==> config.mk <==
export PLATFORM = sky130hd
export DESIGN_NAME = note_color_mixer_flat
export DESIGN_NICKNAME = d
export VERILOG_FILES = /design/src/rtl/note_color_mixer_if.sv /design/src/rtl/note_color_mixer.sv /design/src/flat_wrapper.sv
export SDC_FILE = /design/constraint.sdc
export NUM_CORES = 2
export LEC_CHECK = 0
export ABC_CLOCK_PERIOD_IN_PS = 8600
export CELL_PAD_IN_SITES_DETAIL_PLACEMENT = 2
export CELL_PAD_IN_SITES_GLOBAL_PLACEMENT = 2
export CORE_MARGIN = 5
export CORE_UTILIZATION = 37
export DETAILED_ROUTE_END_ITERATION = 10
export GPL_TIMING_DRIVEN = 0
export MAX_ROUTING_LAYER = met4
export PLACE_DENSITY = 0.9
export REMOVE_ABC_BUFFERS = 1
export SLEW_MARGIN = 10
export SYNTH_ARGS = -nofsm -noshare
export SYNTH_HDL_FRONTEND = slang
export SYNTH_SLANG_ARGS = --single-unit
export TNS_END_PERCENT = 5
==> constraint.sdc <==
create_clock -name clk -period 8.6 [get_ports clk]
set_clock_uncertainty 0.2 [all_clocks]
set_input_delay 1.72 -clock clk [delete_from_list [all_inputs] [get_ports clk]]
set_output_delay 1.72 -clock clk [all_outputs]
set_load 0.02 [all_outputs]
==> src/rtl/note_color_mixer_if.sv <==
// Note-event and mixed-colour bundle between the note sequencer (master)
// and the polyphonic colour mixer (slave).
interface note_color_mixer_if #(
    parameter int NUM_CH = 4
);
    logic [NUM_CH-1:0]   note_on;
    logic [NUM_CH-1:0]   note_off;
    logic [6*NUM_CH-1:0] note_in;
    logic                tick;
    logic [7:0]          r;
    logic [7:0]          g;
    logic [7:0]          b;
    logic [NUM_CH-1:0]   active;

    modport master (
        output note_on, note_off, note_in, tick,
        input  r, g, b, active
    );

    modport slave (
        input  note_on, note_off, note_in, tick,
        output r, g, b, active
    );
endinterface

==> src/rtl/note_color_mixer.sv <==
// Polyphonic note-to-colour engine: per-channel hold/decay envelopes feeding a
// two-stage registered scale-and-saturating-mix pipeline for the VGA path.
module note_color_mixer #(
    parameter int         NUM_CH     = 4,
    parameter int         FADE_SHIFT = 3,
    parameter int         OCT_STEP   = 12,
    parameter logic [7:0] SUSTAIN    = 8'd255
) (
    input  logic              clk,
    input  logic              reset,
    note_color_mixer_if.slave bus
);
    localparam int SUM_W = 8 + $clog2(NUM_CH);

    typedef enum logic [1:0] {
        ST_IDLE,
        ST_HOLD,
        ST_DECAY
    } ch_state_e;

    typedef struct packed {
        logic [7:0] r;
        logic [7:0] g;
        logic [7:0] b;
    } rgb_t;

    ch_state_e  state_q  [NUM_CH];
    ch_state_e  state_d  [NUM_CH];
    logic [7:0] level_q  [NUM_CH];
    logic [7:0] level_d  [NUM_CH];
    logic [5:0] note_q   [NUM_CH];
    logic [5:0] note_d   [NUM_CH];
    rgb_t       base_c   [NUM_CH];
    rgb_t       scaled_q [NUM_CH];
    rgb_t       scaled_d [NUM_CH];
    rgb_t       mix_q;
    rgb_t       mix_d;
    logic [7:0] step;
    logic [SUM_W-1:0] sum_r;
    logic [SUM_W-1:0] sum_g;
    logic [SUM_W-1:0] sum_b;

    function automatic rgb_t palette(input logic [5:0] h);
        rgb_t p;
        case (h)
            6'd0:    p = {8'd114, 8'd244, 8'd0};
            6'd1:    p = {8'd242, 8'd244, 8'd0};
            6'd2:    p = {8'd243, 8'd117, 8'd0};
            6'd3:    p = {8'd232, 8'd0,   8'd0};
            6'd4:    p = {8'd255, 8'd0,   8'd122};
            6'd5:    p = {8'd255, 8'd0,   8'd250};
            6'd6:    p = {8'd133, 8'd0,   8'd255};
            6'd7:    p = {8'd5,   8'd0,   8'd255};
            6'd8:    p = {8'd0,   8'd123, 8'd255};
            6'd9:    p = {8'd0,   8'd251, 8'd255};
            6'd10:   p = {8'd0,   8'd253, 8'd130};
            6'd11:   p = {8'd0,   8'd253, 8'd2};
            default: p = '0;
        endcase
        return p;
    endfunction

    // A zero component can never exceed dim, so it stays zero here as well.
    function automatic logic [7:0] dim_comp(input logic [7:0] c, input int unsigned dim);
        int unsigned cw;
        cw = 32'(c);
        return (cw > dim) ? 8'(cw - dim) : 8'd0;
    endfunction

    function automatic rgb_t base_colour(input logic [5:0] n);
        logic [2:0]  oct;
        logic [5:0]  hue;
        int unsigned dim;
        rgb_t        p;
        if      (n >= 6'd60) oct = 3'd5;
        else if (n >= 6'd48) oct = 3'd4;
        else if (n >= 6'd36) oct = 3'd3;
        else if (n >= 6'd24) oct = 3'd2;
        else if (n >= 6'd12) oct = 3'd1;
        else                 oct = 3'd0;
        hue = n - (6'd12 * {3'd0, oct});
        dim = int'(unsigned'(OCT_STEP)) * (32'd5 - 32'(oct));
        p   = palette(hue);
        return {dim_comp(p.r, dim), dim_comp(p.g, dim), dim_comp(p.b, dim)};
    endfunction

    // level+1 turns the 0..255 envelope into a 1..256 multiplier, so full level is exact.
    function automatic logic [7:0] scale(input logic [7:0] c, input logic [7:0] lvl);
        logic [15:0] prod;
        prod = {8'd0, c} * ({8'd0, lvl} + 16'd1);
        return (lvl == 8'd0) ? 8'd0 : 8'(prod >> 8);
    endfunction

    // NOTE: always_comb uses blocking '=' with every output defaulted first, so no
    // latch can be inferred; the always_ff blocks below use only non-blocking '<='.
    always_comb begin
        step = '0;
        for (int i = 0; i < NUM_CH; i++) begin
            state_d[i] = state_q[i];
            level_d[i] = level_q[i];
            note_d[i]  = note_q[i];
            if (bus.note_on[i]) begin
                state_d[i] = ST_HOLD;
                level_d[i] = SUSTAIN;
                note_d[i]  = bus.note_in[6*i +: 6];
            end else begin
                case (state_q[i])
                    ST_HOLD: begin
                        if (bus.note_off[i]) state_d[i] = ST_DECAY;
                    end
                    ST_DECAY: begin
                        if (bus.tick) begin
                            step = level_q[i] >> FADE_SHIFT;
                            if (step == 8'd0) step = 8'd1;
                            if (step >= level_q[i]) begin
                                level_d[i] = 8'd0;
                                state_d[i] = ST_IDLE;
                            end else begin
                                level_d[i] = level_q[i] - step;
                            end
                        end
                    end
                    default: ;
                endcase
            end
        end
    end

    // NOTE: these per-channel arrays are small flop banks, not RAM, so they are
    // reset explicitly to give a defined colour straight out of reset.
    always_ff @(posedge clk or posedge reset) begin
        if (reset) begin
            for (int i = 0; i < NUM_CH; i++) begin
                state_q[i] <= ST_IDLE;
                level_q[i] <= '0;
                note_q[i]  <= '0;
            end
        end else begin
            for (int i = 0; i < NUM_CH; i++) begin
                state_q[i] <= state_d[i];
                level_q[i] <= level_d[i];
                note_q[i]  <= note_d[i];
            end
        end
    end

    always_comb begin
        for (int i = 0; i < NUM_CH; i++) begin
            base_c[i]   = base_colour(note_q[i]);
            scaled_d[i] = {scale(base_c[i].r, level_q[i]),
                           scale(base_c[i].g, level_q[i]),
                           scale(base_c[i].b, level_q[i])};
        end
    end

    always_comb begin
        sum_r = '0;
        sum_g = '0;
        sum_b = '0;
        for (int i = 0; i < NUM_CH; i++) begin
            sum_r = sum_r + SUM_W'(scaled_q[i].r);
            sum_g = sum_g + SUM_W'(scaled_q[i].g);
            sum_b = sum_b + SUM_W'(scaled_q[i].b);
        end
        mix_d.r = (sum_r > SUM_W'(255)) ? 8'hFF : sum_r[7:0];
        mix_d.g = (sum_g > SUM_W'(255)) ? 8'hFF : sum_g[7:0];
        mix_d.b = (sum_b > SUM_W'(255)) ? 8'hFF : sum_b[7:0];
    end

    always_ff @(posedge clk or posedge reset) begin
        if (reset) begin
            for (int i = 0; i < NUM_CH; i++) scaled_q[i] <= '0;
            mix_q <= '0;
        end else begin
            for (int i = 0; i < NUM_CH; i++) scaled_q[i] <= scaled_d[i];
            mix_q <= mix_d;
        end
    end

    always_comb begin
        bus.active = '0;
        for (int i = 0; i < NUM_CH; i++) bus.active[i] = (state_q[i] != ST_IDLE);
    end

    assign bus.r = mix_q.r;
    assign bus.g = mix_q.g;
    assign bus.b = mix_q.b;
endmodule

==> src/flat_wrapper.sv <==
// flat-port wrapper written by rule: the top's interface ports become plain ports
module note_color_mixer_flat 
#(
    parameter int         NUM_CH     = 4,
    parameter int         FADE_SHIFT = 3,
    parameter int         OCT_STEP   = 12,
    parameter logic [7:0] SUSTAIN    = 8'd255
)
  (clk, reset, bus_note_on, bus_note_off, bus_note_in, bus_tick, bus_r, bus_g, bus_b, bus_active);
  note_color_mixer_if #(.NUM_CH(NUM_CH)) bus_i ();
  input  logic clk;
  input  logic reset;
  input wire logic [$bits(bus_i.note_on)-1:0] bus_note_on;
  input wire logic [$bits(bus_i.note_off)-1:0] bus_note_off;
  input wire logic [$bits(bus_i.note_in)-1:0] bus_note_in;
  input wire logic [$bits(bus_i.tick)-1:0] bus_tick;
  output wire logic [$bits(bus_i.r)-1:0] bus_r;
  output wire logic [$bits(bus_i.g)-1:0] bus_g;
  output wire logic [$bits(bus_i.b)-1:0] bus_b;
  output wire logic [$bits(bus_i.active)-1:0] bus_active;
  assign bus_i.note_on = bus_note_on;
  assign bus_i.note_off = bus_note_off;
  assign bus_i.note_in = bus_note_in;
  assign bus_i.tick = bus_tick;
  assign bus_r = bus_i.r;
  assign bus_g = bus_i.g;
  assign bus_b = bus_i.b;
  assign bus_active = bus_i.active;
  note_color_mixer #(.NUM_CH(NUM_CH), .FADE_SHIFT(FADE_SHIFT), .OCT_STEP(OCT_STEP), .SUSTAIN(SUSTAIN)) u_core (.clk(clk), .reset(reset), .bus(bus_i));
endmodule
==> impl_metrics.env, run 1 <==
export IMPL_synth_cell_types=82
export IMPL_place_congestion=0.839
export IMPL_yosysMostFrequentCell="inv_1"
export IMPL_clockBufferDepth=2
export IMPL_grt_worst_endpoint="u_core.scaled_q[54]$_DFF_PP0_/D"
export IMPL_netlist_instances=4706
export IMPL_track_usage=0.749
export IMPL_std_cell_rows=119
export IMPL_post_synth_cell_area_avg_um2=8.34
export IMPL_clock_root_buffer="clkbuf_16"
export IMPL_grt_start_max_net_pins=94
export IMPL_synth_xor_area_frac=0.0497
export IMPL_ys_seq_area_frac=0.117
export IMPL_antenna_found_initial=31
export IMPL_synth_top_area_frac=0.272
export IMPL_synth_seq_cells=184
export IMPL_synth_area_um2=39300
export IMPL_endpoint_type="register input"
export IMPL_yosys_area_share_adder=0.449
export IMPL_status="did not finish"
export IMPL_grt_overflow=166
export IMPL_clkSinkCount=184
export IMPL_error_line="[ERROR GRT-0232] Routing congestion too high. Check the congestion heatmap in the GUI."
export IMPL_synth_compound_area_frac=0.0893
export IMPL_cts_buffers=17
export IMPL_synthSimpleGateAreaFrac=0.190
export IMPL_num_io_pins=63
export IMPL_lastStage="global routing"
export IMPL_hold_buffers=0
export IMPL_synth_edf_count=0
export IMPL_synthTopCellsByArea="fa_1 27%, ha_1 18%, dfrtp_1 12%, inv_1 8.3%, nor2_1 8.1%"
export IMPL_synthMuxAreaShare=0.00596
export IMPL_dp_hpwl_um=127000
export IMPL_die_x_um=336
export IMPL_synth_top_flop_cell="dfrtp_1"
export IMPL_synthTopCellsByCount="871 x inv_1, 848 x nor2_1, 555 x ha_1"
export IMPL_io_buffer_count=62
export IMPL_synthArstFlopShare=1.00
export IMPL_yosys_warnings=0
export IMPL_start_util=0.372
export IMPL_yosys_area_top_type="fa_1"
export IMPL_synth_top_family_by_area="adder cells"
export IMPL_die_y_um=336
export IMPL_htree_levels=4
[per-layer routing]
metal  GRT overflow  GRT usage
met5              -          -
met4             64      0.752
met3              1      0.640
met2            100      0.885
met1              1      0.704
[what timing repair did]
item | 4_1_cts
pin swaps | 193
gates cloned | 1
setup endpoints to repair | 96
setup buffers | 193
gates resized for setup | 481
[metrics by stage]
stage | setup WS (ns) | std cells | cell area, µm²
CTS | -0.499 | 6280 | 45700
detailed placement | -3.43 | 6054 | 41600
floorplan | -0.692 | 4579 | 38800
global placement | -2.88 | 6032 | 41100
[cells by family after synthesis]
logic type | after synthesis
AO/OA/AOI/OAI | 526
flip-flops | 184
XOR/XNOR | 222
buffers and inverters | 1026
AND/OR/NAND/NOR | 1637
other | 1
multiplexers | 21
adder cells (fa/ha/maj) | 1089
==> run 2, diff against run 1 <==
--- a/config.mk
+++ b/config.mk
@@ -5,15 +5,12 @@
 export SDC_FILE = /design/constraint.sdc
 export NUM_CORES = 2
 export LEC_CHECK = 0
-export ABC_CLOCK_PERIOD_IN_PS = 8600
-export CELL_PAD_IN_SITES_DETAIL_PLACEMENT = 2
-export CELL_PAD_IN_SITES_GLOBAL_PLACEMENT = 2
+export ABC_CLOCK_PERIOD_IN_PS = 11200
 export CORE_MARGIN = 5
-export CORE_UTILIZATION = 37
+export CORE_UTILIZATION = 28
 export DETAILED_ROUTE_END_ITERATION = 10
 export GPL_TIMING_DRIVEN = 0
-export MAX_ROUTING_LAYER = met4
-export PLACE_DENSITY = 0.9
+export PLACE_DENSITY_LB_ADDON = 0.15
 export REMOVE_ABC_BUFFERS = 1
 export SLEW_MARGIN = 10
 export SYNTH_ARGS = -nofsm -noshare
==> constraint.sdc (replaced) <==
create_clock -name clk -period 11.2 [get_ports clk]
set_clock_uncertainty 0.2 [all_clocks]
set_input_delay 2.24 -clock clk [delete_from_list [all_inputs] [get_ports clk]]
set_output_delay 2.24 -clock clk [all_outputs]
set_load 0.02 [all_outputs]
==> run 2 against run 1 <==
Compared with the run above: the run now ends clean; synthesized area is the same; synthesized cell count is the same.
==> impl_metrics.env, run 2 <==
export IMPL_synthArstFlopShare=1.00
export IMPL_intPower_mw=2.55
export IMPL_final_common_cell="inv_1"
export IMPL_synth_top_area_frac=0.272
export IMPL_r2r_setup_slack_ns=0.87
export IMPL_ys_seq_area_frac=0.117
export IMPL_die_area_um2=148000
export IMPL_end_kind="register"
export IMPL_min_delay_start="u_core.state_q[0]$_DFFE_PP0P_"
export IMPL_clk_latency_ns=0.54
export IMPL_first_pass_iters=5
export IMPL_required_ns=11.42
export IMPL_grt_start_max_net_pins=97
export IMPL_clockBufferDepth=2
export IMPL_clkSinkCount=184
export IMPL_slew_headroom=0.204
export IMPL_reg_top3="u_core.scaled_q (96), u_core.level_q (32), u_core.note_q (24)"
export IMPL_grt_use_met1=0.190
export IMPL_worstHoldPathType="reg2reg"
export IMPL_fmax_mhz=96.8
export IMPL_core_area_um2=139000
export IMPL_drt_total_wl_um=101000
export IMPL_fin_crit_sh=0.922
export IMPL_power_density_nw_per_um2=128
export IMPL_p_switching_mw=2.95
export IMPL_worstMarginPinSlew_ns=1.19
export IMPL_drt_iter0_markers=1133
export IMPL_largest_reg_flops=96
export IMPL_num_nets_final=5810
export IMPL_dp_hpwl_um=84000
export IMPL_finalWorstSetupSlack_ns=0.871
export IMPL_endpoint="u_core.scaled_q[23]$_DFF_PP0_"
export IMPL_fin_area_um2=43000
export IMPL_path_max_fanout=9
export IMPL_synth_area_um2=39300
export IMPL_critPathTopFamily="adder cells"
export IMPL_startpoint_type="register"
export IMPL_clkTransAtPathRegs_ns=0.09
export IMPL_path_buf_inv=6
export IMPL_grt_pass1_wl_um=169000
export IMPL_drive_gt1_frac=0.0506
export IMPL_status="complete, no violations"
export IMPL_pwr_share_seq=0.171
export IMPL_drv_cap=0
export IMPL_setup_violations=0
export IMPL_track_usage=0.142
export IMPL_critPathMostFrequentCell="inv_1"
export IMPL_grt_met2_usage=0.249
export IMPL_die_y_um=384
export IMPL_rr_endpoint="u_core.scaled_q[23]$_DFF_PP0_"
export IMPL_htree_levels=4
export IMPL_start_util=0.282
export IMPL_arrival_ns=10.55
export IMPL_dpl_cell_count=6543
export IMPL_synthTopCellsByCount="871 x inv_1, 848 x nor2_1, 555 x ha_1"
export IMPL_place_congestion=0.789
export IMPL_vias_per_cell=4.58
export IMPL_timing_worst_setup_path_type="reg2reg"
export IMPL_crit_cells=38
export IMPL_top_register="u_core.scaled_q"
export IMPL_switching_share=0.536
export IMPL_comb_power_share=0.708
export IMPL_finalCriticalPeriod_ns=10.33
export IMPL_std_cell_rows=137
export IMPL_crit_path_start="u_core.note_q[4]$_DFFE_PP0P_"
export IMPL_pwr_share_clk=0.121
export IMPL_yosysMostFrequentCell="inv_1"
export IMPL_slew_violations=0
export IMPL_rsz0062_at_grt="true"
export IMPL_clock_root_buffer="clkbuf_16"
export IMPL_final_cell_mix="870 x inv_1, 847 x nor2_1, 555 x ha_1"
export IMPL_worstReg2RegStart="u_core.note_q[4]$_DFFE_PP0P_"
export IMPL_nFillCells=14900
export IMPL_route_vias_total=30100
export IMPL_final_cell_count_no_fill=6575
export IMPL_synth_cell_types=82
export IMPL_cts_tree="done"
export IMPL_synth_edf_count=0
export IMPL_grt_overflow=0
export IMPL_slowest_stage="or3_1"
export IMPL_syn2layout_area_growth_pct=9.44
export IMPL_die_x_um=384
export IMPL_pre_cts_ws_ns=-0.0250
export IMPL_peakVddDrop_mv=0.138
export IMPL_num_io_pins=63
export IMPL_netlist_instances=4706
export IMPL_drc=0
export IMPL_antenna_found_initial=2
export IMPL_final_core_util=0.308
export IMPL_synthTopCellsByArea="fa_1 27%, ha_1 18%, dfrtp_1 12%, inv_1 8.3%, nor2_1 8.1%"
export IMPL_grt_busiest_layer="met2"
export IMPL_io_buffer_count=62
export IMPL_grt_pass1_vias=32400
export IMPL_max_stage_delay_ns=0.53
export IMPL_rr_worst_depth=38
export IMPL_cts_buffers=17
export IMPL_wl_per_cell_um=15.4
export IMPL_post_synth_cell_area_avg_um2=8.34
export IMPL_yosys_area_top_type="fa_1"
export IMPL_leakagePower_nw=22.5
export IMPL_hold_violations=0
export IMPL_n_antenna_cell=0
export IMPL_synth_top_flop_cell="dfrtp_1"
export IMPL_synth_seq_cells=184
export IMPL_postCtsSetupRepairBufs=0
export IMPL_gr_usage_met3=0.0173
export IMPL_antenna_left=0
export IMPL_dpl_cell_area_um2=42300
export IMPL_hold_buffers=0
export IMPL_yosys_warnings=0
## run 2: cell counts after synthesis
Identical to the previous run, type by type.
## run 2: power groups by stage
stage / clock [mW] / sequential, mW / combinational, mW
after global placement: 0 / 0.960 / 3.87
after CTS: 0.711 / 0.945 / 3.95
final: 0.666 / 0.943 / 3.89
after floorplan: 0 / 0.939 / 2.72
after global routing: 0.724 / 0.960 / 4.48
after detailed placement: 0 / 0.957 / 3.92
## run 2: area by class of cell
class                   count  area, µm²  share of cell area
clock buffers              19        453              0.0105
flip-flops and latches    184       4600               0.107
inverters                 879       3310              0.0770
multi-input cells        3516      31200               0.725
clock inverters            13        149             0.00346
well taps                1876       2350              0.0546
repair buffers             88        957              0.0223
## run 2: layer usage
metal | vias up | part of all wire
li1 | 14800 | -
met1 | 15000 | 0.48
met4 | 0 | 0.014
met3 | 63 | 0.024
met5 | - | 0
met2 | 224 | 0.48
## run 2: how the worst min path moves through the flow
stage | cells past startpoint | slack (ns) | endpoint
2_1_floorplan | 1 | 0.29 | u_core.state_q[0]$_DFFE_PP0P_
3_3_place_gp | 1 | 0.33 | u_core.state_q[4]$_DFFE_PP0P_
3_5_place_dp | 1 | 0.33 | u_core.state_q[4]$_DFFE_PP0P_
4_1_cts | 1 | 0.35 | u_core.state_q[4]$_DFFE_PP0P_
5_1_grt | 1 | 0.38 | u_core.state_q[2]$_DFFE_PP0P_
6_report | 1 | 0.35 | u_core.state_q[0]$_DFFE_PP0P_
## run 2: logic make-up (layout without fill, tap and decap cells)
kind of cell             Yosys count  after routing  share of synthesized area
other                              1             21                  0.0000955
flip-flops                       184            184                      0.117
XOR/XNOR                         222            222                     0.0497
adder cells (fa/ha/maj)         1089           1089                      0.449
buffers and inverters           1026            999                     0.0986
AO/OA/AOI/OAI                    526            526                     0.0893
multiplexers                      21             21                    0.00596
AND/OR/NAND/NOR                 1637           1637                      0.190
## run 2: repair_timing
item | in CTS | in global routing
cloned | 0 | 0
resized for setup | 1 | 11
endpoints found under the setup margin | 2 | 21
## run 2: metrics by stage
step / power [mW] / hold WS [ns] / setup TNS, ns
6_report: 5.50 / 0.347 / 0
5_1_grt: 6.16 / 0.385 / -0.0294
4_1_cts: 5.61 / 0.352 / 0
3_5_place_dp: 4.88 / 0.333 / -0.0250
3_3_place_gp: 4.83 / 0.327 / -4.73
2_1_floorplan: 3.66 / 0.295 / 0
(Power assumes the default switching activity.)
